## src/rtl/alu_pkg.sv

```systemverilog
// Shared definitions for the alu_16bit opcode map and the ALU arbiter sequencer.
package alu_pkg;

  localparam int ALU_DATA_W = 16;
  localparam int ALU_OP_W   = 3;

  localparam logic [ALU_OP_W-1:0] OP_NOT = 3'b000;
  localparam logic [ALU_OP_W-1:0] OP_AND = 3'b001;
  localparam logic [ALU_OP_W-1:0] OP_XOR = 3'b010;
  localparam logic [ALU_OP_W-1:0] OP_OR  = 3'b011;
  localparam logic [ALU_OP_W-1:0] OP_DEC = 3'b100;
  localparam logic [ALU_OP_W-1:0] OP_ADD = 3'b101;
  localparam logic [ALU_OP_W-1:0] OP_SUB = 3'b110;
  localparam logic [ALU_OP_W-1:0] OP_INC = 3'b111;

  typedef enum logic [1:0] {
    IDLE = 2'd0,
    EXEC = 2'd1,
    RESP = 2'd2
  } state_e;

  // The ALU only drives a meaningful carry/borrow for ADD and SUB.
  function automatic logic op_has_cout(input logic [ALU_OP_W-1:0] op);
    return (op == OP_ADD) || (op == OP_SUB);
  endfunction

endpackage

```

## src/rtl/rr_arb2.sv

```systemverilog
// Two-way round-robin grant: on contention the master that was not granted last wins.
module rr_arb2 (
  input  logic       clk,
  input  logic       rst,
  input  logic [1:0] req,
  input  logic       accept,
  output logic       gnt,
  output logic       gnt_valid
);

  logic last_grant_q, last_grant_d;

  always_comb begin
    gnt_valid = |req;
    if (req == 2'b11) gnt = ~last_grant_q;
    else              gnt = req[1];
    last_grant_d = accept ? gnt : last_grant_q;
  end

  // Reset to 1 so master 0 wins the first contention.
  always_ff @(posedge clk or posedge rst) begin
    if (rst) last_grant_q <= 1'b1;
    else     last_grant_q <= last_grant_d;
  end

endmodule

```

## src/rtl/alu_arbiter_2req.sv

```systemverilog
// Round-robin arbiter/sequencer in front of a shared combinational 16-bit ALU.
// Optional zero-flag responses are enabled with `define ALU_ARB_ZERO_FLAG_EN.
//
// state | meaning
// IDLE  | waiting for a request; combinational grant drives reqN_ready
// EXEC  | operands held on alu_*; counting settle cycles before capture
// RESP  | rsp<owner>_valid high until the owner asserts rsp_ready
module alu_arbiter_2req
  import alu_pkg::*;
#(
  parameter int DATA_W      = ALU_DATA_W,
  parameter int OP_W        = ALU_OP_W,
  parameter int EXEC_CYCLES = 1
) (
  input  logic              clk,
  input  logic              rst,
  input  logic              req0_valid,
  output logic              req0_ready,
  input  logic [DATA_W-1:0] req0_a,
  input  logic [DATA_W-1:0] req0_b,
  input  logic [OP_W-1:0]   req0_op,
  output logic              rsp0_valid,
  input  logic              rsp0_ready,
  output logic [DATA_W-1:0] rsp0_data,
  output logic              rsp0_cout,
  input  logic              req1_valid,
  output logic              req1_ready,
  input  logic [DATA_W-1:0] req1_a,
  input  logic [DATA_W-1:0] req1_b,
  input  logic [OP_W-1:0]   req1_op,
  output logic              rsp1_valid,
  input  logic              rsp1_ready,
  output logic [DATA_W-1:0] rsp1_data,
  output logic              rsp1_cout,
  output logic [DATA_W-1:0] alu_a,
  output logic [DATA_W-1:0] alu_b,
  output logic [OP_W-1:0]   alu_op,
  input  logic [DATA_W-1:0] alu_result,
  input  logic              alu_cout,
  output logic              busy
`ifdef ALU_ARB_ZERO_FLAG_EN
  ,
  output logic              rsp0_zero,
  output logic              rsp1_zero
`endif
);

  localparam logic [3:0] EXEC_LAST = 4'(EXEC_CYCLES - 1);

  state_e            state_q, state_d;
  logic [3:0]        cnt_q, cnt_d;
  logic              owner_q, owner_d;
  logic [DATA_W-1:0] alu_a_q, alu_a_d;
  logic [DATA_W-1:0] alu_b_q, alu_b_d;
  logic [OP_W-1:0]   alu_op_q, alu_op_d;
  logic [DATA_W-1:0] result_q, result_d;
  logic              cout_q, cout_d;
  logic [1:0]        rsp_valid_q, rsp_valid_d;
  logic              busy_q, busy_d;
  logic              gnt, gnt_valid, accept, capture;

  rr_arb2 u_arb (
    .clk       (clk),
    .rst       (rst),
    .req       ({req1_valid, req0_valid}),
    .accept    (accept),
    .gnt       (gnt),
    .gnt_valid (gnt_valid)
  );

  assign req0_ready = (state_q == IDLE) && gnt_valid && !gnt;
  assign req1_ready = (state_q == IDLE) && gnt_valid &&  gnt;

  always_comb begin
    state_d     = state_q;
    cnt_d       = cnt_q;
    owner_d     = owner_q;
    alu_a_d     = alu_a_q;
    alu_b_d     = alu_b_q;
    alu_op_d    = alu_op_q;
    result_d    = result_q;
    cout_d      = cout_q;
    rsp_valid_d = rsp_valid_q;
    accept      = 1'b0;
    capture     = 1'b0;
    case (state_q)
      IDLE: begin
        if (gnt_valid) begin
          accept   = 1'b1;
          owner_d  = gnt;
          alu_a_d  = gnt ? req1_a  : req0_a;
          alu_b_d  = gnt ? req1_b  : req0_b;
          alu_op_d = gnt ? req1_op : req0_op;
          cnt_d    = 4'd0;
          state_d  = EXEC;
        end
      end
      EXEC: begin
        if (cnt_q == EXEC_LAST) begin
          capture     = 1'b1;
          result_d    = alu_result;
          // Carry is undriven by the ALU for logic/inc/dec ops; mask it here.
          cout_d      = op_has_cout(alu_op_q) ? alu_cout : 1'b0;
          rsp_valid_d = owner_q ? 2'b10 : 2'b01;
          cnt_d       = 4'd0;
          state_d     = RESP;
        end else begin
          cnt_d = cnt_q + 4'd1;
        end
      end
      RESP: begin
        if (owner_q ? rsp1_ready : rsp0_ready) begin
          rsp_valid_d = 2'b00;
          state_d     = IDLE;
        end
      end
      default: begin
        rsp_valid_d = 2'b00;
        state_d     = IDLE;
      end
    endcase
    busy_d = (state_d != IDLE);
  end

  always_ff @(posedge clk or posedge rst) begin
    if (rst) begin
      state_q     <= IDLE;
      cnt_q       <= 4'd0;
      owner_q     <= 1'b0;
      alu_a_q     <= '0;
      alu_b_q     <= '0;
      alu_op_q    <= '0;
      result_q    <= '0;
      cout_q      <= 1'b0;
      rsp_valid_q <= 2'b00;
      busy_q      <= 1'b0;
    end else begin
      state_q     <= state_d;
      cnt_q       <= cnt_d;
      owner_q     <= owner_d;
      alu_a_q     <= alu_a_d;
      alu_b_q     <= alu_b_d;
      alu_op_q    <= alu_op_d;
      result_q    <= result_d;
      cout_q      <= cout_d;
      rsp_valid_q <= rsp_valid_d;
      busy_q      <= busy_d;
    end
  end

  assign alu_a      = alu_a_q;
  assign alu_b      = alu_b_q;
  assign alu_op     = alu_op_q;
  assign rsp0_valid = rsp_valid_q[0];
  assign rsp1_valid = rsp_valid_q[1];
  assign rsp0_data  = result_q;
  assign rsp1_data  = result_q;
  assign rsp0_cout  = cout_q;
  assign rsp1_cout  = cout_q;
  assign busy       = busy_q;

`ifdef ALU_ARB_ZERO_FLAG_EN
  logic zero_q, zero_d;

  always_comb begin
    zero_d = capture ? (alu_result == '0) : zero_q;
  end

  always_ff @(posedge clk or posedge rst) begin
    if (rst) zero_q <= 1'b0;
    else     zero_q <= zero_d;
  end

  assign rsp0_zero = zero_q;
  assign rsp1_zero = zero_q;
`else
  logic unused_capture;
  assign unused_capture = capture;
`endif

endmodule

```

## config.mk

```make
export PLATFORM = sky130hd
export DESIGN_NAME = alu_arbiter_2req
export DESIGN_NICKNAME = d
export VERILOG_FILES = /design/src/rtl/alu_pkg.sv /design/src/rtl/rr_arb2.sv /design/src/rtl/alu_arbiter_2req.sv
export SDC_FILE = /design/constraint.sdc
export NUM_CORES = 1
export LEC_CHECK = 0
export ABC_AREA = 1
export BUFFER_PORTS_ARGS = -buffer_cell sky130_fd_sc_hd__buf_2
export CORE_ASPECT_RATIO = 1.75
export CORE_MARGIN = 4
export CORE_UTILIZATION = 34
export DETAILED_ROUTE_END_ITERATION = 10
export GPL_TIMING_DRIVEN = 0
export PLACE_DENSITY = 0.67
export SETUP_SLACK_MARGIN = 0.4
export SYNTH_ARGS = -nofsm -noshare
export SYNTH_HDL_FRONTEND = slang
export SYNTH_SLANG_ARGS = --single-unit
```

## constraint.sdc

```tcl
create_clock -name clk -period 2 [get_ports clk]
set_clock_uncertainty 0.2 [all_clocks]
set_input_delay 0.4 -clock clk [delete_from_list [all_inputs] [get_ports clk]]
set_output_delay 0.4 -clock clk [all_outputs]
set_load 0.02 [all_outputs]
```

==> After elaboration in Yosys (flattened, before gate mapping) <==
Cells that the tools add are included.
{ "totals": {"wordCells": 55, "regBits": 63} }
{ "op_classes": {"eq_ne": 8, "bitwise": 2, "reduce_logical": 14, "n_addsub": 1, "muxes": 19} }
{ "ops": {"columns": ["operator", "count"], "rows": [
  ["$mux 16", 2],
  ["$mux 2", 6],
  ["$pmux 2 s3", 2],
  ["$mux 4", 2],
  ["$pmux 4 s2", 1],
  ["$eq 3x3->1 const B", 2],
  ["$ne 2x2->1 const B", 3],
  ["$reduce_and 2->1", 3],
  ["$mux 1", 5],
  ["$add 4x1->4 const B", 1],
  ["$eq 2x2->1 const B", 2],
  ["$logic_not 4->1", 1],
  ["$reduce_bool 2->1", 2],
  ["$logic_and 1x1->1", 3],
  ["$mux 3", 1],
  ["$reduce_and 3->1", 1],
  ["$eq 2x1->1 const B", 1],
  ["$logic_not 2->1", 1],
  ["$not 1->1", 2],
  ["$reduce_or 2->1", 1],
  ["$logic_not 1->1", 1],
  ["$logic_or 1x1->1", 1]
]} }

==> Longest topological paths before layout <==
Gate-level depths: netlist of the first run.
{ "depth": {"ltp_word": 4, "ltp_mapped": 8} }

==> Modules after synthesis <==
Synthesis of the first run repeated with hierarchy kept, for this count alone.
{ "hier_totals": {"cells_unflattened": 345, "area_unflattened_um2": 2875.3} }
{ "by_module_without_submodules": {"columns": ["module", "area_per_inst_um2", "seq_area_each_um2", "cells_each", "n_inst"], "rows": [
  ["alu_arbiter_2req", 2811.4, 1551.5, 336, 1],
  ["rr_arb2", 63.8, 26.3, 9, 1]
]} }

==> Worst setup path after synthesis of the first run <==
Ideal clock, no wire load.
{ "synth_timing": {"kind": "register to output", "start": "register u_arb.last_grant_q", "end": "output port req0_ready", "t_arrival_ns": 1.091, "t_required_ns": 1.400, "setup_slack_ns": 0.309, "path_stages_with_launch": 6, "path_cell_list": "dfstp_2 -> nand2_1 -> nand2_1 -> inv_1 -> nor2_8 -> buf_6"} }
{ "synth_between": {"elab_chain_cells": 4} }
{ "synth_lines": {"columns": ["item", "line_no", "text"], "rows": [
  ["start, declared", "rr_arb2.sv:11", "logic last_grant_q, last_grant_d;"],
  ["start signal, assigned", "rr_arb2.sv:23", "else last_grant_q <= last_grant_d;"],
  ["$not 1->1", "rr_arb2.sv:15", "if (req == 2'b11) gnt = ~last_grant_q;"],
  ["$mux 1", "rr_arb2.sv:15", null],
  ["$logic_not 1->1", "alu_arbiter_2req.sv:71", "assign req0_ready = (state_q == IDLE) && gnt_valid && !gnt;"],
  ["$logic_and 1x1->1", "alu_arbiter_2req.sv:71", null],
  ["end, declared", "alu_arbiter_2req.sv:18", "output logic req0_ready,"]
]} }
Every way passes these cells.

==> Worst setup path after layout of the first run <==
{ "layout_timing": {"start": "register state_q[1]", "end": "output port req0_ready"} }
{ "layout_between": {"elab_chain_cells": 3} }
{ "layout_lines": {"columns": ["item", "line_no", "text"], "rows": [
  ["start, declared", "alu_arbiter_2req.sv:50", "state_e state_q, state_d;"],
  ["start signal, assigned", "alu_arbiter_2req.sv:138", "state_q <= state_d;"],
  ["$logic_not 2->1", "alu_arbiter_2req.sv:71", null],
  ["$logic_and 1x1->1 (2 in series)", "alu_arbiter_2req.sv:71", null]
]} }
Every way passes these cells.

==> out/qor.csv, run 1 <==
stage,metric,value,unit
status,outcome,"complete, but fails checks",
status,violations,negative hold slack,
sta,min_period,1966,ps
layout,diodes,0,
yosys,ys_ff_latch,63,
layout,final_core_util,55.19,%
place,gp_congestion,0.7686,
sta,slew_headroom,53.25,%
yosys,ys_warn_count,0,
worst_setup_path,critPathMaxFanout,6,
layout,layout_common_cells,"nand2_1 (167), buf_2 (151), dfrtp_1 (60), nand3_1 (40), buf_6 (33)",
yosys,syn_nets,436,
floorplanning,die_y,130.3,um
place,io_buffers,166,
sta,tightest_slew,699.8,ps
clock_tree,clk_pin_slew,50,ps
floorplanning,start_util,34.96,%
sta,max_clock_freq,0.5087,GHz
worst_setup_path,r2r_start,state_q[1],
global_routing,grt_use_total,16.70,%
clock_tree,cts_tree,done,
sta,fin_setup_tns,0,ps
place,post_dp_cell_area,3908,um2
global_routing,grt_pass1_vias,2819,
routing,wl,8543,um
worst_setup_path,end_kind,primary output,
place,dpl_worst_slack,28.95,ps
routing,ant_nets,0,
worst_setup_path,arrival,1370,ps
run,drv_cap,0,
min_path,hold_class,in2async,
routing,drt_first_pass_iters,4,
worst_setup_path,path_cells,nor2_4 -> o21ai_4 -> nor2_8 -> buf_8 -> buf_6,
floorplanning,die_w,77.89,um
floorplanning,io_pins,167,
yosys,synth_cells,341,
worst_setup_path,reg2regPathDepth,8,
routing,wire_per_inst,12.94,um
sta,setup_violations,0,
layout,area_growth,57.86,%
global_routing,grt_pass1_wl,13160,um
routing,drtIter0Drc,96,
pwr,leakage,2.571,nW
routing,via_per_inst,4.409,
worst_setup_path,path_depth,5,
global_routing,grt_antenna_before_repair,0,
worst_setup_path,crit_path_max_incr_delay,420,ps
floorplanning,rows,44,
worst_setup_path,criticalPathCategory,reg2out,
clock_tree,clk_latency,320,ps
layout,final_common_cell,nand2_1,
layout,stdcell_area,4588,um2
yosys,synth.avg_cell_area,8.524,um2
layout,fin_nets,635,
yosys,synth_area,2907,um2
pwr,p_total,8.068,mW
sta,report.final.slew_viol_count,0,
worst_setup_path,crit_end,req0_ready,
routing,routed-via-count,2910,
clock_tree,cts.path.max_buffers,2,
clock_tree,cts_max_level,3,
worst_setup_path,cp.required,1400,ps
sta,holdWs,-24.82,ps
global_routing,grt.overflow.total,0,
worst_setup_path,startpoint,state_q[1],
yosys,ys_seq_area_share,54.28,%
sta,period_share,98.29,%
worst_setup_path,r2r-end,alu_b[15],
worst_setup_path,r2r_setup_slack,430,ps
clock_tree,root_buffer,clkbuf_16,
worst_setup_path,timing.critical_path.buf_inv,2,
floorplanning,die-area,10150,um2
worst_setup_path,cp-start-kind,flop,
sta,worst_slack,34.26,ps
routing,drcViolationCount,0,
worst_setup_path,cp_slowest_cell,dfrtp_2,
pwr,p_per_area,1758,nW/um2
sta,hold_viol,30,
floorplanning,core-area,8313,um2
place,dp_hpwl,6318,um
yosys,yosysUniqueCellTypes,20,
sta,rsz0062_at_grt,true,
clock_tree,cts_num_sinks,63,
pwr,vdd_ir_drop_max,0.7194,mV
layout,drive_gt1_share,47.89,%
layout,num-fill-cells,772,
clock_tree,numCtsBuffers,9,
global_routing,grt_max_degree,34,
worst_setup_path,critPathTopFamily,flip-flops,
## synth_stat cells, drive strengths merged
| cell | number | area share (%) |
|---|---|---|
| o21ai | 4 | 1.2 |
| xor2 | 2 | 0.60 |
| dfrtp | 62 | 53 |
| nand2 | 176 | 23 |
| dfstp | 1 | 0.90 |
| inv | 11 | 1.6 |
| nand4 | 1 | 0.22 |
| nor2 | 7 | 2.8 |
| o21a | 1 | 0.26 |
| ha | 2 | 0.86 |
| buf | 30 | 7.9 |
| nand3 | 44 | 7.6 |
## worst min-delay path by stage
stage                    endpoint  cells past startpoint
2_1_floorplan  u_arb.last_grant_q                      2
3_3_place_gp       rsp_valid_q[0]                      2
3_5_place_dp       rsp_valid_q[1]                      2
4_1_cts                  alu_b[1]                      2
5_1_grt                  alu_b[1]                      2
6_report                 alu_b[1]                      2
## logic make-up (layout without fill, tap and decap cells)
family	count (synthesis)	after routing	share of synthesized area [%]
XOR/XNOR	2	2	0.6028
AO/OA/AOI/OAI	5	5	1.464
AND/OR/NAND/NOR	228	228	33.32
flip-flops	63	63	54.28
adder cells (fa/ha/maj)	2	2	0.8608
buffers and inverters	41	245	9.470
## registers in the layout (all words and copies together), names as in the netlist
name	count
cnt_q	4
owner_q	1
rsp0_data	16
busy	1
u_arb.last_grant_q	1
state_q	2
rsp_valid_q	2
alu_b	16
rsp0_cout	1
alu_a	16
alu_op	3
## per-stage QoR
stage / instances / hold slack (ps)
6_report: 660 / -24.82
5_1_grt: 660 / 23.22
4_1_cts: 648 / -11.72
3_5_place_dp: 623 / 261.3
3_3_place_gp: 622 / 257.2
2_1_floorplan: 341 / 247.3
## timing repair
item / CTS / global route
hold endpoints to repair: 21 / 0
pin swaps: 5 / 6
endpoints found under the setup margin: 52 / 68
resized for setup: 30 / 45
buffers inserted: 9 / 12
## layer usage
layer	up-vias	global-route usage, %	wire [um]
met1	1340	18.63	3206
met3	20	3.729	516
met5	-	0	0
met2	107	29.85	4582
li1	1443	-	-
met4	0	8.136	238
## layout make-up
| class | count | area (um2) | area share, % |
|---|---|---|---|
| Sequential cell | 63 | 1580 | 34.44 |
| Timing Repair Buffer | 188 | 1136 | 24.76 |
| Multi-Input combinational cell | 237 | 1124 | 24.49 |
| Buffer | 30 | 279.0 | 6.081 |
| Clock buffer | 15 | 267.8 | 5.836 |
| Tap cell | 115 | 143.9 | 3.136 |
| Inverter | 11 | 52.55 | 1.145 |
| Clock inverter | 1 | 5.005 | 0.1091 |
## where the power goes
group | total, mW | switching, mW | internal (mW)
clock network | 1.42 | 0.518 | 0.905
logic | 4.37 | 2.47 | 1.90
registers | 2.28 | 0.386 | 1.89
total | 8.07 | 3.38 | 4.69
No activity file was read; power rests on OpenSTA's default activity.
==> run 2, diff against run 1 <==
--- a/config.mk
+++ b/config.mk
@@ -7,6 +7,7 @@
 export LEC_CHECK = 0
 export ABC_AREA = 1
 export BUFFER_PORTS_ARGS = -buffer_cell sky130_fd_sc_hd__buf_2
+export CAP_MARGIN = 10
 export CORE_ASPECT_RATIO = 1.75
 export CORE_MARGIN = 4
 export CORE_UTILIZATION = 34
@@ -16,4 +17,5 @@
 export SETUP_SLACK_MARGIN = 0.4
 export SYNTH_ARGS = -nofsm -noshare
 export SYNTH_HDL_FRONTEND = slang
+export SYNTH_HIERARCHICAL = 1
 export SYNTH_SLANG_ARGS = --single-unit
==> run 2 against run 1 <==
  * The run now ends clean
  * Global-route usage rose by 0.85 points
  * Cell count fell by 2.3%
  * Critical path type unchanged
  * Register-to-register slack improved by 40 ps
  * Fmax rose by 3.8%
==> out/qor.csv, run 2 <==
stage,metric,value,unit
sta,slew_headroom,46.82,%
routing,ant_nets,0,
yosys,synth.avg_cell_area,8.334,um2
clock_tree,clk_pin_slew,60,ps
pwr,p_per_area,1789,nW/um2
layout,diodes,0,
yosys,synth_area,2875,um2
pwr,swShare,41.82,%
place,gp_congestion,0.7413,
place,dp_hpwl,6424,um
sta,rsz0062_at_grt,true,
sta,tightest_slew,793.4,ps
clock_tree,numCtsBuffers,9,
global_routing,grt.overflow.total,0,
yosys,yosysUniqueCellTypes,24,
sta,holdWs,72.47,ps
worst_setup_path,cp_slowest_cell,dfrtp_1,
global_routing,grt_pass1_wl,13540,um
worst_setup_path,critPathMaxFanout,4,
worst_setup_path,criticalPathCategory,reg2out,
yosys,yosysMostFrequentCell,nand2_1,
pwr,p_sw,3.412,mW
routing,routed-via-count,2940,
clock_tree,clk_latency,330,ps
yosys,ys_async_sr_fraction,100.0,%
worst_setup_path,path_cells,inv_2 -> nand3_4 -> nor2_4 -> buf_6 -> buf_6,
global_routing,grt_use_total,17.55,%
worst_setup_path,end_kind,primary output,
pwr,pwr-share-clk,17.6,%
sta,hold_viol,0,
floorplanning,die_y,129.7,um
pwr,p_total,8.159,mW
floorplanning,rows,44,
layout,stdcell_count,645,
clock_tree,cts_tree,done,
worst_setup_path,critPathTopFamily,flip-flops,
layout,area_growth,58.62,%
sta,min_period,1894,ps
yosys,synth_top_cells_by_count,"nand2_1 (174), dfrtp_1 (62), nand3_1 (44)",
pwr,p_int,4.747,mW
layout,final_core_util,55.23,%
global_routing,grt_antenna_before_repair,0,
min_path,hold_class,in2reg,
worst_setup_path,arrival,1290,ps
yosys,synth-edff-count,0,
layout,layout_common_cells,"nand2_1 (174), buf_2 (147), dfrtp_1 (62), nand3_1 (44), buf_6 (41)",
yosys,ys_seq_area_share,54.87,%
routing,drtIter0Drc,80,
floorplanning,io_pins,167,
routing,wl,9101,um
floorplanning,core-area,8258,um2
clock_tree,cts_num_sinks,63,
yosys,synth_cells,345,
yosys,synthTopCellsByArea,"dfrtp_1 (54%), nand2_1 (23%), nand3_1 (7.7%), buf_4 (4.7%), buf_2 (1.4%)",
floorplanning,die-area,10050,um2
global_routing,grt_pass1_vias,2804,
clock_tree,cts.path.max_buffers,2,
pwr,vdd_ir_drop_max,0.6995,mV
yosys,ys.flop_type,dfrtp_1,
yosys,yosysTopAreaCellShare,53.96,%
routing,drt_first_pass_iters,4,
sta,period_share,94.69,%
floorplanning,die_w,77.52,um
place,io_buffers,166,
sta,max_clock_freq,0.5280,GHz
yosys,ys_ff_latch,63,
status,outcome,"complete, no violations",
layout,stdcell_area,4561,um2
pwr,combPwrFrac,54.4,%
sta,setup_violations,0,
place,dp_cells,604,
clock_tree,cts_max_level,3,
pwr,leakage,2.566,nW
place,post_dp_cell_area,3871,um2
yosys,yosysTopAreaCell,dfrtp_1,
run,drv_cap,0,
layout,fin_nets,643,
layout,final_common_cell,nand2_1,
global_routing,grt_max_degree,34,
sta,report.final.slew_viol_count,0,
layout,drive_gt1_share,45.75,%
pwr,pwr-share-seq,28.0,%
routing,drcViolationCount,0,
routing,via_per_inst,4.558,
worst_setup_path,cpMostUsedCell,buf_6,
routing,wire_per_inst,14.11,um
floorplanning,start_util,34.82,%
yosys,syn_nets,440,
clock_tree,root_buffer,clkbuf_16,
worst_setup_path,timing.critical_path.buf_inv,3,
yosys,ys_warn_count,6,
worst_setup_path,crit_path_max_incr_delay,390,ps
worst_setup_path,cp.required,1400,ps
worst_setup_path,cp-start-kind,flop,
## run 2: cell count changes in the layout (fill, tap and decap cells not counted), moves of 3 or more
cell     previous run  this run
nand2_4             5         1
nand3_2             4         0
nand2_1           167       174
inv_2               3         7
inv_4               3         0
buf_6              33        41
nand3_1            40        44
buf_2             151       147
nand2_2             4         0
## run 2: cells by family (layout without fill, tap and decap cells)
group,count (synthesis),after routing,synth area share [%]
flip-flops,63,63,54.87
buffers and inverters,43,251,8.572
XOR/XNOR,1,1,0.3047
AND/OR/NAND/NOR,229,229,33.99
adder cells (fa/ha/maj),2,2,0.8702
AO/OA/AOI/OAI,7,7,1.392
## run 2: area by class of cell
type / instances / area, um2
fill: 745 / 3697
sequential: 63 / 1578
timing repair buffer: 191 / 1152
multi-input combinational: 239 / 1072
buffer: 30 / 307.8
clock buffer: 13 / 260.3
tap: 92 / 115.1
inverter: 13 / 52.55
clock inverter: 3 / 17.52
timing repair inverter: 1 / 5.005
## run 2: tightest hold or removal path: cells and delay by family
family	cells	cell delay, ps
simple gates	2	90
buf+inv	1	70
## run 2: per-stage QoR
stage / setup slack [ps] / setup TNS (ps)
CTS: 60.68 / 0
global placement: -48.44 / -72.07
finish: 106.1 / 0
detailed placement: -63.32 / -106.0
global route: 28.82 / 0
floorplan: 418.4 / 0
## run 2: final timing paths
kind | endpoint | cells past startpoint | slack, ps | from
max | req1_ready | 5 | 110 | state_q[1]
min in group asynchronous | cnt_q[2] | 3 | 460 | rst
max in group asynchronous | alu_b[9] | 3 | 620 | rst
max reg2reg | rsp0_data[6] | 8 | 470 | cnt_q[0]
min | alu_a[1] | 3 | 70 | req0_a[1]
min reg2reg | rsp_valid_q[0] | 2 | 290 | rsp_valid_q[0]
## run 2: layer usage
metal	up-vias	GRT usage [%]	wire [um]	part of all wire (%)
met5	-	0	0	0
li1	1467	-	-	-
met3	17	3.894	572	6.3
met2	110	30.06	4714	52
met4	0	10.69	230	2.5
met1	1346	19.81	3583	39
## run 2: what timing repair did
action                                 in CTS  in global routing
pin swaps                                   5                  5
setup endpoints to repair                  58                 94
setup buffers                              13                 10
hold buffers                                1                  0
gates cloned                                0                  1
resized for setup                          32                 48
endpoints found under the hold margin       1                  0
## run 2: power groups by stage
stage	clock, mW	sequential, mW	combinational (mW)
after floorplan	0	2.90	1.84
after global placement	0	2.25	3.64
after detailed placement	0	2.28	3.71
after CTS	1.46	2.26	4.09
after global routing	1.53	2.37	4.83
final	1.44	2.29	4.44
==> run 3, diff against run 2 <==
--- a/config.mk
+++ b/config.mk
@@ -10,12 +10,11 @@
 export CAP_MARGIN = 10
 export CORE_ASPECT_RATIO = 1.75
 export CORE_MARGIN = 4
-export CORE_UTILIZATION = 34
+export CORE_UTILIZATION = 40
 export DETAILED_ROUTE_END_ITERATION = 10
 export GPL_TIMING_DRIVEN = 0
-export PLACE_DENSITY = 0.67
+export PLACE_DENSITY = 0.77
 export SETUP_SLACK_MARGIN = 0.4
 export SYNTH_ARGS = -nofsm -noshare
 export SYNTH_HDL_FRONTEND = slang
-export SYNTH_HIERARCHICAL = 1
 export SYNTH_SLANG_ARGS = --single-unit
==> run 3 against run 2 <==
  * Cell count shrank 0.62%
  * Final area increased by 2.2%
  * Routed wire length down 1.7%
  * Power increased by 2.7%
  * Utilization up 12 points
==> out/qor.csv, run 3 (synthesis gave the netlist of run 1 again) <==
stage,metric,value,unit
status,outcome,"complete, no violations",
worst_setup_path,cp-start-kind,flop,
layout,layout_common_cells,"nand2_1 (173), buf_2 (151), dfrtp_1 (60), nand3_1 (44), buf_4 (38)",
place,dp_cells,592,
pwr,p_per_area,1797,nW/um2
clock_tree,cts_max_level,3,
run,drv_cap,0,
worst_setup_path,criticalPathCategory,reg2out,
global_routing,grt_use_total,19.58,%
sta,setup_violations,0,
sta,hold_viol,0,
clock_tree,cts_num_sinks,63,
layout,stdcell_count,641,
floorplanning,die-area,8748,um2
routing,drt_first_pass_iters,4,
worst_setup_path,end_kind,primary output,
layout,fin_nets,647,
clock_tree,cts_tree,done,
worst_setup_path,arrival,1340,ps
routing,ant_nets,0,
worst_setup_path,critPathMaxFanout,2,
floorplanning,io_pins,167,
place,gp_congestion,0.8280,
global_routing,grt_antenna_before_repair,0,
clock_tree,root_buffer,clkbuf_16,
routing,wl,8950,um
min_path,hold_class,in2reg,
pwr,leakage,2.615,nW
global_routing,grt_pass1_vias,2842,
worst_setup_path,cp.required,1400,ps
place,dp_hpwl,6271,um
clock_tree,clk_latency,330,ps
layout,area_growth,60.44,%
global_routing,grt_pass1_wl,13210,um
clock_tree,numCtsBuffers,9,
routing,drcViolationCount,0,
layout,drive_gt1_share,47.22,%
floorplanning,core-area,6957,um2
sta,tightest_slew,621.1,ps
floorplanning,rows,40,
sta,rsz0062_at_grt,true,
clock_tree,clk_pin_slew,50,ps
layout,final_common_cell,nand2_1,
sta,min_period,1938,ps
clock_tree,cts.path.max_buffers,2,
floorplanning,start_util,41.78,%
place,io_buffers,166,
sta,report.final.slew_viol_count,0,
pwr,vdd_ir_drop_max,0.9998,mV
routing,wire_per_inst,13.96,um
global_routing,grt_max_degree,38,
floorplanning,die_w,72.44,um
sta,max_clock_freq,0.5160,GHz
routing,via_per_inst,4.679,
layout,diodes,0,
sta,slew_headroom,58.36,%
sta,period_share,96.90,%
routing,drtIter0Drc,108,
global_routing,grt.overflow.total,0,
sta,fin_setup_tns,0,ps
floorplanning,die_y,120.8,um
routing,routed-via-count,2999,
layout,final_core_util,67.03,%
[run 3: cell count changes in the layout (fill, tap and decap cells not counted), sizes merged]
cell and change:
nand2 +1, a21oi -1, nor2 +1, inv -2, buf +6, a21boi -1
nand3 -1, xor2 +1, clkbuf +3, nand4 -1, or2 -1, clkinv -2
bufinv +1
[run 3: worst max-delay path: stages (launching register included)]
cell and delay (ps):
dfstp_2 530, nand2_2 60, nand2_4 80, inv_4 50, nor2_8 80, buf_6 110
buf_6 110
[run 3: per-stage QoR]
stage | setup slack [ps] | total power, mW | cell area (um2) | hold slack (ps)
after floorplan | 399.0 | 4.759 | 2913 | 247.3
after global placement | 82.74 | 5.889 | 3849 | 256.5
after detailed placement | 60.72 | 5.993 | 3869 | 260.0
after CTS | -16.55 | 7.866 | 4319 | 67.41
after global routing | 0.8852 | 8.921 | 4663 | 77.39
final | 61.99 | 8.381 | 4663 | 75.29
[run 3: per-layer routing]
metal  up-vias  GRT usage (%)  share of wire [%]
li1       1474              -                  -
met1      1386          20.91                 36
met2       126          35.62                 56
met3        13          5.491                6.8
met4         0          7.275                1.7
met5         -              0                  0
[run 3: cell type report]
class | count | area (um2)
Fill cell | 559 | 2293
Inverter | 11 | 52.55
Multi-Input combinational cell | 237 | 1066
Buffer | 30 | 279.0
Tap cell | 84 | 105.1
Sequential cell | 63 | 1580
Clock buffer | 14 | 274.0
Timing Repair Buffer | 199 | 1264
Timing Repair inverter | 1 | 5.005
Clock inverter | 2 | 37.54
[run 3: repair_timing]
item / in CTS / in global routing
resized for setup: 25 / 38
endpoints found under the setup margin: 51 / 99
hold buffers: 1 / 0
setup buffers: 7 / 22
gates cloned: 0 / 3
endpoints found under the hold margin: 26 / 0
pin swaps: 5 / 4
[run 3: power breakdown]
| group | internal [mW] | switching, mW |
|---|---|---|
| Combinational | 2.02 | 2.48 |
| Sequential | 1.89 | 0.401 |
| Clock | 1.07 | 0.524 |
| Total | 4.97 | 3.41 |
[run 3: path summary, 6_finish.rpt]
path,startpoint,slack [ps],depth (start not counted),to
max,u_arb.last_grant_q,60,6,req0_ready
min,req0_a[10],80,3,alu_a[10]
max reg2reg,u_arb.last_grant_q,410,9,alu_b[0]
min reg2reg,rsp_valid_q[1],270,2,rsp_valid_q[1]
max in group asynchronous,rst,590,4,u_arb.last_grant_q
min in group asynchronous,rst,450,3,rsp0_data[13]
